## config.mk

```make
export PLATFORM = sky130hd
export DESIGN_NAME = i2c_write_seq
export DESIGN_NICKNAME = d
export VERILOG_FILES = /design/src/rtl/i2c_write_seq.sv
export SDC_FILE = /design/constraint.sdc
export NUM_CORES = 1
export LEC_CHECK = 0
export ABC_AREA = 1
export CAP_MARGIN = 0
export CORE_ASPECT_RATIO = 1.5
export CORE_MARGIN = 5
export CORE_UTILIZATION = 52
export DETAILED_ROUTE_END_ITERATION = 12
export PLACE_DENSITY_LB_ADDON = 0.05
export SETUP_SLACK_MARGIN = 0.3
export SLEW_MARGIN = 10
export SYNTH_ARGS = -nofsm -noshare
export SYNTH_HDL_FRONTEND = slang
export SYNTH_SLANG_ARGS = --single-unit
export TNS_END_PERCENT = 20
```

## constraint.sdc

```tcl
create_clock -name clk -period 1.9 [get_ports clk]
set_input_delay 0.38 -clock clk [delete_from_list [all_inputs] [get_ports clk]]
set_output_delay 0.38 -clock clk [all_outputs]
set_load 0.1 [all_outputs]
```

## src/rtl/i2c_write_seq.sv

```systemverilog
// i2c_write_seq: I2C master write sequencer.
//
// Sends START, then 1..MAX_PACKETS bytes taken from flat_i2c_data (byte 0 in the top byte
// lane, sent first, carrying address + R/W), checks the ACK after every byte, then STOP.
// Each bus bit is split into four quarters of CLK_DIV clk cycles.
//
// Ports:
//   clk, reset        system clock, synchronous active-high reset
//   start             request; accepted when sampled high in IDLE
//   packets           byte count (clamped to MAX_PACKETS; 0 gives an immediate done pulse)
//   flat_i2c_data     byte k = flat_i2c_data[(MAX_PACKETS-1-k)*8 +: 8]
//   i2c_scl_o/sda_o   open-drain drives, 1 = release, 0 = pull low
//   i2c_sda_i         SDA pin level, sampled for ACK
//   i2c_scl_i         SCL pin level, only used when I2C_CLK_STRETCH_EN is defined
//   busy              high from start acceptance until done
//   done              one-cycle pulse at the end of a transaction
//   ack_err           sticky NACK flag, cleared by the next accepted start
//
// Build option: define I2C_CLK_STRETCH_EN to let a slave stretch SCL. Without it the
// timing is purely divider based and i2c_scl_i is ignored.
//
// SCL/SDA/done are registered from the current state, so the bus lags the state by one
// cycle: the first START quarter appears on the bus one edge after acceptance.
module i2c_write_seq #(
    parameter int unsigned MAX_PACKETS = 4,
    parameter int unsigned PACKET_W    = 3,
    parameter int unsigned CLK_DIV     = 4
) (
    input  logic                     clk,
    input  logic                     reset,
    input  logic                     start,
    input  logic [PACKET_W-1:0]      packets,
    input  logic [MAX_PACKETS*8-1:0] flat_i2c_data,
    output logic                     i2c_scl_o,
    output logic                     i2c_sda_o,
    input  logic                     i2c_sda_i,
    input  logic                     i2c_scl_i,
    output logic                     busy,
    output logic                     done,
    output logic                     ack_err
);

    localparam int unsigned TW = (CLK_DIV > 1) ? $clog2(CLK_DIV) : 1;
    localparam int unsigned DW = MAX_PACKETS * 8;
    localparam logic [TW-1:0]       TLast    = TW'(CLK_DIV - 1);
    localparam logic [PACKET_W-1:0] MaxCount = PACKET_W'(MAX_PACKETS);

    typedef enum logic [2:0] {StIdle, StStart, StBit, StAck, StStop, StDone} state_e;

    state_e              state_q, state_d;
    logic [TW-1:0]       timer_q, timer_d;
    logic [1:0]          quarter_q, quarter_d;
    logic [2:0]          bit_q, bit_d;
    logic [PACKET_W-1:0] left_q, left_d;
    logic [DW-1:0]       data_q, data_d;
    logic                scl_q, scl_d, sda_q, sda_d;
    logic                busy_q, busy_d, done_q, done_d, err_q, err_d;
    logic                active, hold, tick, q3_tick;

    assign active  = (state_q == StStart) || (state_q == StBit) ||
                     (state_q == StAck)   || (state_q == StStop);

`ifdef I2C_CLK_STRETCH_EN
    // Released SCL still read low: a slave is stretching, so freeze the quarter timer.
    assign hold = active && scl_q && !i2c_scl_i;
`else
    logic unused_scl_i;
    assign unused_scl_i = i2c_scl_i;
    assign hold = 1'b0;
`endif

    assign tick    = active && !hold && (timer_q == TLast);
    assign q3_tick = tick && (quarter_q == 2'd3);

    // State register.
    always_ff @(posedge clk) begin
        if (reset) begin
            state_q   <= StIdle;
            timer_q   <= '0;
            quarter_q <= '0;
            bit_q     <= '0;
            left_q    <= '0;
            data_q    <= '0;
            scl_q     <= 1'b1;
            sda_q     <= 1'b1;
            busy_q    <= 1'b0;
            done_q    <= 1'b0;
            err_q     <= 1'b0;
        end else begin
            state_q   <= state_d;
            timer_q   <= timer_d;
            quarter_q <= quarter_d;
            bit_q     <= bit_d;
            left_q    <= left_d;
            data_q    <= data_d;
            scl_q     <= scl_d;
            sda_q     <= sda_d;
            busy_q    <= busy_d;
            done_q    <= done_d;
            err_q     <= err_d;
        end
    end

    // Next-state logic.
    always_comb begin
        state_d   = state_q;
        timer_d   = timer_q;
        quarter_d = quarter_q;
        bit_d     = bit_q;
        left_d    = left_q;
        data_d    = data_q;
        busy_d    = busy_q;
        err_d     = err_q;

        if (!active) begin
            timer_d   = '0;
            quarter_d = '0;
        end else if (!hold) begin
            if (timer_q == TLast) begin
                timer_d   = '0;
                quarter_d = quarter_q + 2'd1;
            end else begin
                timer_d = timer_q + 1'b1;
            end
        end

        case (state_q)
            StIdle: begin
                if (start) begin
                    if (packets != '0) begin
                        state_d = StStart;
                        left_d  = (packets > MaxCount) ? MaxCount : packets;
                        data_d  = flat_i2c_data;
                        bit_d   = '0;
                        err_d   = 1'b0;
                        busy_d  = 1'b1;
                    end else begin
                        state_d = StDone;
                    end
                end
            end
            StStart: if (q3_tick) state_d = StBit;
            StBit: begin
                if (q3_tick) begin
                    // Shift the next bit (and after 8 shifts, the next byte) into the MSB.
                    data_d = {data_q[DW-2:0], 1'b0};
                    bit_d  = bit_q + 3'd1;
                    if (bit_q == 3'd7) state_d = StAck;
                end
            end
            StAck: begin
                if (tick && (quarter_q == 2'd1) && i2c_sda_i) err_d = 1'b1;
                if (q3_tick) begin
                    left_d  = left_q - 1'b1;
                    state_d = (err_q || (left_q == PACKET_W'(1))) ? StStop : StBit;
                end
            end
            StStop: if (q3_tick) state_d = StDone;
            StDone: begin
                state_d = StIdle;
                busy_d  = 1'b0;
            end
            default: state_d = StIdle;
        endcase
    end

    // Bus line and done levels for the current quarter, registered on the next edge.
    always_comb begin
        scl_d  = 1'b1;
        sda_d  = 1'b1;
        done_d = (state_q == StDone);
        case (state_q)
            StStart: begin
                sda_d = (quarter_q == 2'd0);
                scl_d = (quarter_q != 2'd3);
            end
            StBit: begin
                sda_d = data_q[DW-1];
                scl_d = (quarter_q == 2'd1) || (quarter_q == 2'd2);
            end
            StAck: begin
                scl_d = (quarter_q == 2'd1) || (quarter_q == 2'd2);
            end
            StStop: begin
                sda_d = quarter_q[1];
                scl_d = (quarter_q != 2'd0);
            end
            default: ;
        endcase
    end

    assign i2c_scl_o = scl_q;
    assign i2c_sda_o = sda_q;
    assign busy      = busy_q;
    assign done      = done_q;
    assign ack_err   = err_q;

endmodule
```

Word-level counts from Yosys, hierarchy flattened
Index checks and enable logic that the tools add are counted.
Widths: inputs -> output; s select.
{ "totals": {"out_inout_bits": 5, "word_cells": 92, "register_bits": 50, "inputBits": 40} }
{ "classes": {"reduce_logical": 24, "add_sub_neg": 4, "n_lt_le_gt_ge": 1, "n_eq_ne": 20, "bitwise_logic": 1, "muxes": 31} }
{ "op_table": {"columns": ["operator", "count"], "rows": [
  ["$mux 32", 3],
  ["$pmux 32 s2", 1],
  ["$mux 3", 15],
  ["$pmux 3 s5", 1],
  ["$ne 2x2->1 const B", 7],
  ["$pmux 3 s2", 2],
  ["$reduce_and 4->1", 3],
  ["$eq 3x3->1 const B", 3],
  ["$reduce_bool 2->1", 4],
  ["$eq 2x2->1 const B", 3],
  ["$eq 3x1->1 const B", 2],
  ["$eq 3x2->1 const B", 2],
  ["$pmux 1 s3", 2],
  ["$reduce_and 6->1", 1],
  ["$logic_or 1x1->1", 5],
  ["$mux 1", 5],
  ["$add 2x1->2 const B", 2],
  ["$logic_and 1x1->1", 4],
  ["$ne 2x1->1 const B", 2],
  ["$pmux 1 s2", 2],
  ["$reduce_or 2->1", 2],
  ["$add 3x1->3 const B", 1],
  ["$gt 3x3->1 const B", 1],
  ["$logic_not 3->1", 1],
  ["other kinds (7)", 7]
]} }

Logic depth before layout (Yosys ltp)
Gate-level depths: netlist (run 1).
{ "depth": {"depth_word": 9, "depth_mapped": 10, "ltp_nobuf": 10} }

Worst setup path before layout (run 1)
OpenSTA, ideal clock, no wires.
{ "synth_path": {"kind": "reg-to-reg", "from": "register err_q (netlist: ack_err)", "to": "register state_q[2]", "stages_incl_launch_ff": 7, "t_arrival_ps": 1455, "setup_slack_ps": 381, "n_path_buf": 0, "setup_ps": 64, "cell_sequence": "dfxtp_1 a21oi_1 o21ai_0 nor2_1 nand3_1 nand2_1 nor2_1"} }
{ "synth_via": {"elab_chain_cells": 4} }
{ "synth_rtl": {"columns": ["item", "line_no", "text"], "rows": [
  ["from (decl)", "57", "logic busy_q, busy_d, done_q, done_d, err_q, err_d;"],
  ["from (signal assigned)", "100", "err_q <= err_d;"],
  ["$logic_or 1x1->1", "155", "state_d = (err_q || (left_q == PACKET_W'(1))) ? StStop : StBit;"],
  ["$mux 3", "155", null],
  ["$mux 3", "153", "if (q3_tick) begin"],
  ["$pmux 3 s5", "127", "case (state_q)"],
  ["to (signal assigned)", "78", "state_q <= StIdle;"],
  ["to (signal assigned)", "90", "state_q <= state_d;"],
  ["to (decl)", "50", "state_e state_q, state_d;"]
]} }
Every way passes these cells. The select of a mux whose other input is x is not followed.
A chain may end at the register's enable or synchronous reset.

Worst setup path in the final report (run 1)
{ "layout_path": {"from": "input port packets[0]", "to": "register data_q[0]"} }
{ "layout_via": {"elab_chain_cells": 3} }
{ "layout_rtl": {"columns": ["item", "line_no", "text"], "rows": [
  ["from (decl)", "32", "input logic [PACKET_W-1:0] packets,"],
  ["$reduce_bool 3->1", "130", "if (packets != '0) begin"],
  ["$ne 2x2->1 (no line)", null, null],
  ["$reduce_and 4->1 (no line)", null, null],
  ["to (signal assigned)", "95", "data_q <= data_d;"],
  ["to (decl)", "55", "logic [DW-1:0] data_q, data_d;"]
]} }
Every way passes these cells.

==> results of run 1 <==
## registers in the layout (all words and copies together) (netlist names)
| signal | cells |
|---|---|
| done | 1 |
| timer_q | 2 |
| ack_err | 1 |
| i2c_scl_o | 1 |
| busy | 1 |
| bit_q | 3 |
| i2c_sda_o | 1 |
| data_q | 32 |
| left_q | 3 |
| state_q | 3 |
| quarter_q | 2 |
## cells by family (layout without fill, tap and decap cells)
group                      Yosys count  in the layout
AOI/OAI and AO/OA                   66             66
buffers and inverters               45             90
DFF                                 50             50
and+or+nand+nor                    224            224
adders and majority gates            8              8
## area by class of cell
type                    count  share of cell area
well taps                  66              0.0259
repair buffers             57               0.170
clock buffers               5              0.0216
clock inverters             3              0.0126
multi-input cells         298               0.424
inverters                  25              0.0294
flip-flops and latches     50               0.316
## critical path: cells and delay by family
kind	cells	cell delay, ps
simple gates	6	520
compound gates	1	140
buf+inv	3	690
## cells in the final DEF, fill, tap and decap left out, drive strengths merged, types with 2 or more instances in the layout
cell type        n
buf             19
clkbuf           5
ha               8
nand3           12
nor2            84
inv             25
a21oi           18
dfxtp           50
nand2          122
o21ai           42
o22ai            2
clkinv           2
clkdlybuf4s50   38
nor3             2
## synthesized netlist by cell type
master	instances
dfxtp_1	50
buf_6	3
nand3_1	11
nand2_2	2
a31oi_1	1
buf_2	9
o221ai_1	1
nand2_1	120
o21ai_0	35
o22ai_1	2
a211oi_1	1
nand4_1	1
a21oi_1	18
buf_1	1
or2_2	1
nand3_2	1
nor3_1	2
nor2_1	82
nor2_2	1
ha_1	8
inv_2	2
o211ai_1	1
buf_4	1
o21ai_1	7
nor2_4	1
nor4_1	1
inv_1	23
nor3b_1	1
clkbuf_1	6
## repair_timing
item,4_1_cts,5_1_grt
resized for setup,1,13
setup endpoints to repair,3,41
pin swaps,0,1
## path summary, 6_finish.rpt
kind	startpoint	end	cells after the start
worst max-delay path	packets[0]	data_q[0]	10
worst max register to register	state_q[2]	data_q[0]	9
worst min register to register	timer_q[0]	timer_q[0]	1
worst min-delay path	timer_q[0]	timer_q[0]	1
## stage by stage
step	hold slack (ps)	total power [mW]	util	setup slack, ps
after floorplan	404	3.17	-	381
after global placement	412	3.59	0.638	87.9
after detailed placement	422	3.64	0.638	60.6
after CTS	435	4.38	0.662	278
after global routing	467	4.78	0.668	298
final	437	4.39	0.668	359
## per-layer routing
| metal | part of all wire | vias up | wire, µm |
|---|---|---|---|
| met5 | 0 | - | 0 |
| met4 | 0.015 | 0 | 81 |
| met3 | 0.042 | 6 | 232 |
| met2 | 0.53 | 51 | 2900 |
| met1 | 0.42 | 1097 | 2280 |
| li1 | - | 1323 | - |
## report_power, final
group | leakage [nW] | switching [mW] | internal [mW]
combinational | 1.01 | 1.26 | 0.741
clock | 0.0579 | 0.343 | 0.388
sequential | 0.414 | 0.222 | 1.43
==> metrics.cfg, run 1 <==
[run_status]
outcome = finished, final reports clean

[placed_design]
dp_hpwl_um = 4020
gp_congestion = 0.893
place_area_mm2 = 0.00305
portBuffers = 43
placed_cells = 496

[clock_tree]
clock_path_buffers = 2
cts_setup_buffers = 0
cts_tree = built
htree_levels = 2
cts_root_buffer = clkbuf_8
cts_sinks = 50
clk_pin_slew_worst_paths_ps = 90
insertion_delay_ps = 290
tritoncts.num_buffers = 5
holdBufCountCts = 0

[worst_setup_path]
crit_required_ps = 2090
endpoint_kind = flop
cpMostUsedCell = nand2_1
arrival_ps = 1730
r2r_slack_ps = 400
startpoint_type = input pin
critPathKind = in -> reg
path_max_fanout = 17
crit_chain = clkdlybuf4s50_1, nor2_1, nand2_1, nand2_1, nand2_1, nand2_1, inv_1, buf_12, o21ai_0, nor2_1
max_stage_delay_ps = 420
crit_slowest_cell = clkdlybuf4s50_1

[final_layout]
fin_nets = 485
regArea_mm2 = 0.00101
finalInstanceArea_mm2 = 0.00319
fillers = 479
syn2layout_area_growth_pct = 25.5
fin_cells = 504
drive_above_1_share = 0.105
antennaDiodeCount = 0
multi_input_area_mm2 = 0.00135

[synth]
synth-xor-area-share = 0
syn_nets = 441
synth_fa_ha_area_frac = 0.0394
synth-simple-area-share = 0.350
synthMuxAreaShare = 0
synth_cells = 393
synth_top_family_by_area = simple AND/OR/NAND/NOR gates
yosysSeqAreaShare = 0.394
synth_compound_area_frac = 0.135
synth_area_mm2 = 0.00254
syn_area_per_cell_um2 = 6.46
yosysWarnings = 0
synthDistinctLibCells = 29
yosysTopAreaCellShare = 0.394
yosysTopAreaCell = dfxtp_1
ys_ff_latch = 50
yosys-top-cells-area = dfxtp_1 (39%), nand2_1 (18%), nor2_1 (12%), o21ai_0 (6.9%), ha_1 (3.9%)

[global_route]
grt_util_met1 = 0.199
grt_pass1_vias = 2216
grt_use_met3 = 0.0366
grt_util_met2 = 0.355
grt-ovfl-total = 0
grt_max_degree = 33
grt_first_pass_wirelength_um = 9450
antenna_found_initial = 0
grt_most_used_layer = met2
track_usage = 0.187

[timing]
max_slew_margin = 0.780
worst_pin_slew_ps = 330
fmax_ghz = 0.649
finalMaxSlewViolations = 0
rsz0062_at_grt = true
setup_viol = 0
timing.final.crit_share = 0.811
skew_ps = 3.30
min_period_ps = 1540
fin_tns_setup_ps = 0
hold_viol = 0

[routing]
detail_route.vias_per_cell = 4.91
dr.pass1.iters = 4
wire_per_inst_um = 10.9
wirelength_um = 5490
route.detailed.drc = 0
ant_nets = 0
drtIter0Drc = 115
num_vias = 2477

[power_and_ir_drop]
p_leak_nw = 1.48
power.density_mw_per_mm2 = 1380
ir_worst_vdd_v = 0.000693

[floorplan]
fp-row-count = 31
core_mm2 = 0.00477
initial_core_util = 0.532
fp.dieArea_mm2 = 0.00641
die_x_um = 67.1
ios = 45
die_h_um = 95.6

[flow_run]
maxCapViolCount = 0

[worst_hold_path]
worst_hold_path_type = reg -> reg

No activity file was read; power rests on OpenSTA's default activity.
==> run 2, diff against run 1 <==
Clock period 1.9 ns to 1.5 ns, I/O delays scaled along.
==> run 2 against run 1 <==
  * Register-to-register slack lost 380 ps
  * Clock-buffer cell count grew 3
  * Clock power grew 26%
  * Flip-flop and latch count is the same
==> metrics.cfg, run 2 (same netlist as run 1, synthesis figures left out) <==
[routing]
wirelength_um = 7300
num_vias = 2704
ant_nets = 0
drtIter0Drc = 132
detail_route.vias_per_cell = 5.12
wire_per_inst_um = 13.8
route.detailed.drc = 0
dr.pass1.iters = 4

[global_route]
antenna_found_initial = 0
grt_max_degree = 28
grt_pass1_vias = 2427
track_usage = 0.201
grt-ovfl-total = 0
grt_first_pass_wirelength_um = 10100

[clock_tree]
clock_path_buffers = 2
cts_sinks = 50
cts_tree = built
htree_levels = 2
tritoncts.num_buffers = 5
clk_pin_slew_worst_paths_ps = 100
cts_root_buffer = clkbuf_8
insertion_delay_ps = 300

[final_layout]
mostFrequentLayoutCell = nand2_1
largest-register = data_q
finalInstanceArea_mm2 = 0.00385
drive_above_1_share = 0.238
fin_nets = 509
largest_reg_flops = 32
antennaDiodeCount = 0
final_cell_mix = nand2_1 (116), nor2_1 (68), dfxtp_1 (41)
fin_cells = 528
syn2layout_area_growth_pct = 51.7
fillers = 308

[worst_setup_path]
crit_required_ps = 1690
path_max_fanout = 7
critPathKind = reg -> reg
arrival_ps = 1670
startpoint_type = flop
endpoint_kind = flop

[floorplan]
initial_core_util = 0.532
die_h_um = 95.6
core_mm2 = 0.00477
fp.dieArea_mm2 = 0.00641
fp-row-count = 31
ios = 45
die_x_um = 67.1

[timing]
worst_pin_slew_ps = 310
max_slew_margin = 0.793
timing.final.crit_share = 0.986
finalMaxSlewViolations = 0
setup_viol = 0
hold_viol = 0
skew_ps = 7.67
rsz0062_at_grt = true
fmax_ghz = 0.676
min_period_ps = 1480

[power_and_ir_drop]
pwr-share-seq = 0.300
switching_share = 0.416
ir_worst_vdd_v = 0.00111
comb_power_share = 0.573
p_leak_nw = 1.74
switching_power_mw = 3.01
power.density_mw_per_mm2 = 1880
power_frac_clock = 0.127
p_int_mw = 4.23

[placed_design]
placed_cells = 507
gp_congestion = 0.872
portBuffers = 43
dp_hpwl_um = 4280
place_area_mm2 = 0.00320

[worst_hold_path]
worst_hold_path_type = reg -> reg

[run_status]
outcome = finished, final reports clean

[flow_run]
maxCapViolCount = 0

## run 2: changes by cell type in the layout (fill, tap and decap cells not counted), moves of 5 or more
cell,previous run,this run
o21ai_1,8,26
nor2_1,78,68
buf_4,16,22
o21ai_2,0,9
nor2_4,1,6
buf_12,1,8
dfxtp_1,46,41
nor2_2,5,10
inv_1,23,17
clkbuf_16,0,6
o21ai_0,34,5
## run 2: path summary, 6_finish.rpt
check | start | endpoint | slack (ps) | cells past startpoint
min | timer_q[0] | timer_q[0] | 450 | 1
min reg2reg | timer_q[0] | timer_q[0] | 450 | 1
max reg2reg | state_q[0] | data_q[15] | 20 | 9
max | state_q[0] | data_q[15] | 20 | 9
## run 2: what timing repair did
action	in CTS	in global routing
hold endpoints to repair	0	0
setup endpoints to repair	45	49
hold buffers	0	0
gates resized for setup	28	68
cloned	1	7
buffers inserted	3	2
pin swaps	4	21
## run 2: through the flow
stage	setup TNS, ps	worst slack, ps	utilization	hold slack (ps)	total power, mW
after global routing	-625	-62.6	0.808	469	7.70
final	0	21.2	0.808	447	7.24
after detailed placement	-6420	-243	0.671	417	4.84
after global placement	-5960	-197	0.671	411	4.76
after floorplan	0	138	-	404	4.10
after CTS	0	71.4	0.724	443	6.07
## run 2: cell type report
type	count	area, µm²	area share
clock buffer	8	110	0.0286
multi-input combinational	298	1560	0.406
inverter	25	111	0.0289
tap	66	82.6	0.0214
timing repair buffer	81	967	0.251
sequential	50	1020	0.265
## run 2: power groups by stage
| stage | clock, mW | combinational (mW) | sequential (mW) |
|---|---|---|---|
| floorplan | 0 | 1.82 | 2.28 |
| global placement | 0 | 2.66 | 2.10 |
| detailed placement | 0 | 2.71 | 2.13 |
| CTS | 0.919 | 3.03 | 2.12 |
| global route | 0.991 | 4.49 | 2.22 |
| finish | 0.922 | 4.15 | 2.17 |
## run 2: per-layer routing
metal | routed length (µm) | global-route usage | part of all wire | vias to the layer above
met5 | 0 | 0 | 0 | -
met4 | 185 | 0.0829 | 0.025 | 0
met3 | 325 | 0.0366 | 0.045 | 20
met2 | 4070 | 0.372 | 0.56 | 81
met1 | 2720 | 0.217 | 0.37 | 1219
li1 | - | - | - | 1384
## run 2: worst max-delay path, stage by stage (launching register included)
cell and delay, ps:
dfxtp_4 380, inv_4 60, nand2_4 50, nor2_4 170, nand3_4 120, nand2_4 110
nand2_8 110, clkbuf_16 190, o21ai_2 120, nor2_1 70
==> RTL change: new RTL, flow settings as in run 2 <==
The option `I2C_CLK_STRETCH_EN` is turned on by a define.
--- a/src/rtl/i2c_write_seq.sv
+++ b/src/rtl/i2c_write_seq.sv
@@ -22,4 +22,6 @@
 // SCL/SDA/done are registered from the current state, so the bus lags the state by one
 // cycle: the first START quarter appears on the bus one edge after acceptance.
+`define I2C_CLK_STRETCH_EN
+
 module i2c_write_seq #(
     parameter int unsigned MAX_PACKETS = 4,
Behaviour: not the same (Yosys sat finds a counterexample within 10 cycles, from zero or initial values and one cycle with reset high).
==> RTL change against run 2 <==
Non-clock buffer count fell by 4; the run now ends with negative setup slack left; worst setup slack worse by 43 ps; total power shrank 2.7%; clock skew fell by 1.9 ps; sequential cell count did not move; area after synthesis up 11%; wire length down 17%; design area fell by 3.0%; largest cell class unchanged; die area rose by 9.2%; cell count is 5.3% higher.
==> RTL change: results <==
export IMPL_status="finished with violations"
export IMPL_violations="negative setup slack"
export IMPL_pre_cts_ws_ps=-234
export IMPL_cts_root_buffer="clkbuf_8"
export IMPL_portBuffers=44
export IMPL_p_leak_nw=1.79
export IMPL_drt_iter0_markers=128
export IMPL_synth_common_cells="nand2_1, inv_1, nor2_1"
export IMPL_syn_nets=470
export IMPL_maxSlewHeadroom_pct=83.1
export IMPL_setup_tns_ps=-190
export IMPL_crit_path_end="data_q[0]$_SDFFE_PP0P_"
export IMPL_met3_usage_pct=4.21
export IMPL_syn_inst=422
export IMPL_drive_above_1_share_pct=24.8
export IMPL_hpwl_um=4570
export IMPL_synth_distinct_cells=30
export IMPL_grt_usage_pct=17.5
export IMPL_netSwitchingFraction_pct=43.9
export IMPL_crit_start="state_q[0]$_SDFFE_PP0P_"
export IMPL_fin_hold_ws_ps=469
export IMPL_gp_congestion=0.937
export IMPL_synthFlopType="dfxtp_1"
export IMPL_routedWlPerCell_um=10.9
export IMPL_dp_cells=545
export IMPL_ys_seq_area_share_pct=35.6
export IMPL_ir_drop_mv=0.990
export IMPL_min_from="bit_q[1]$_SDFFE_PP0P_"
export IMPL_grt_pass1_wl_um=10100
export IMPL_worst_clock_skew_ps=5.81
export IMPL_holdPathEnd="bit_q[1]$_SDFFE_PP0P_"
export IMPL_cp_arrival_ps=1720
export IMPL_worstHoldPathCells=2
export IMPL_critPathMaxFanout=19
export IMPL_grt_max_degree=44
export IMPL_num_fill_cells=466
export IMPL_dpl_cell_area_um2=3520
export IMPL_use_met1_pct=17.6
export IMPL_nets=535
export IMPL_setup_viol=22
export IMPL_vias=2658
export IMPL_fin_ws_ps=-22.0
export IMPL_grt_use_met2_pct=33.6
## RTL change: changes by cell type in the layout (fill, tap and decap cells not counted), sizes merged, moves of 3 or more
cell | before | now
a21oi | 18 | 15
inv | 24 | 56
clkdlybuf4s50 | 36 | 39
nand2 | 122 | 127
clkbuf | 14 | 8
o21ai | 42 | 35
## RTL change: area by class of cell
class                           count  area [µm²]  area share (%)
Sequential cell                    50        1020            27.2
Inverter                           56         210            5.62
Multi-Input combinational cell    297        1540            41.2
Clock buffer                        8         101            2.71
Timing Repair Buffer               77         783            21.0
Tap cell                           68        85.1            2.28
## RTL change: metal layers
metal | vias up | routed length (µm) | part of all wire (%)
met1 | 1185 | 2400 | 40
met5 | - | 0 | 0
met4 | 0 | 174 | 2.9
met2 | 43 | 3230 | 53
li1 | 1416 | - | -
met3 | 14 | 246 | 4.1
## RTL change: repair_timing
action / 4_1_cts / 5_1_grt
setup buffers: 3 / 0
setup endpoints to repair: 49 / 50
gates resized for setup: 15 / 19
pin swaps: 5 / 2
## RTL change: cells by family after synthesis
logic type	after synthesis	synth area share [%]
AO/OA/AOI/OAI	56	10.5
XOR/XNOR	2	0.624
adder cells (fa/ha/maj)	8	3.56
buffers and inverters	75	13.0
flip-flops	50	35.6
AND/OR/NAND/NOR	231	36.7
## RTL change: power by group through the flow
stage          registers (mW)  clock network (mW)  logic [mW]
2_1_floorplan            2.30                   0        2.80
3_3_place_gp             2.12                   0        3.74
3_5_place_dp             2.13                   0        3.83
4_1_cts                  2.11               0.893        3.98
5_1_grt                  2.16               0.938        4.57
6_report                 2.11               0.859        4.08
## RTL change: worst max-delay path, stage by stage, from the launching register on
cell	delay [ps]
dfxtp_4	380
nor2_4	180
nand2_4	70
nand2_4	70
nand4_4	140
nand2_2	110
nand3_4	110
buf_12	180
a21oi_2	120
nor2_1	50
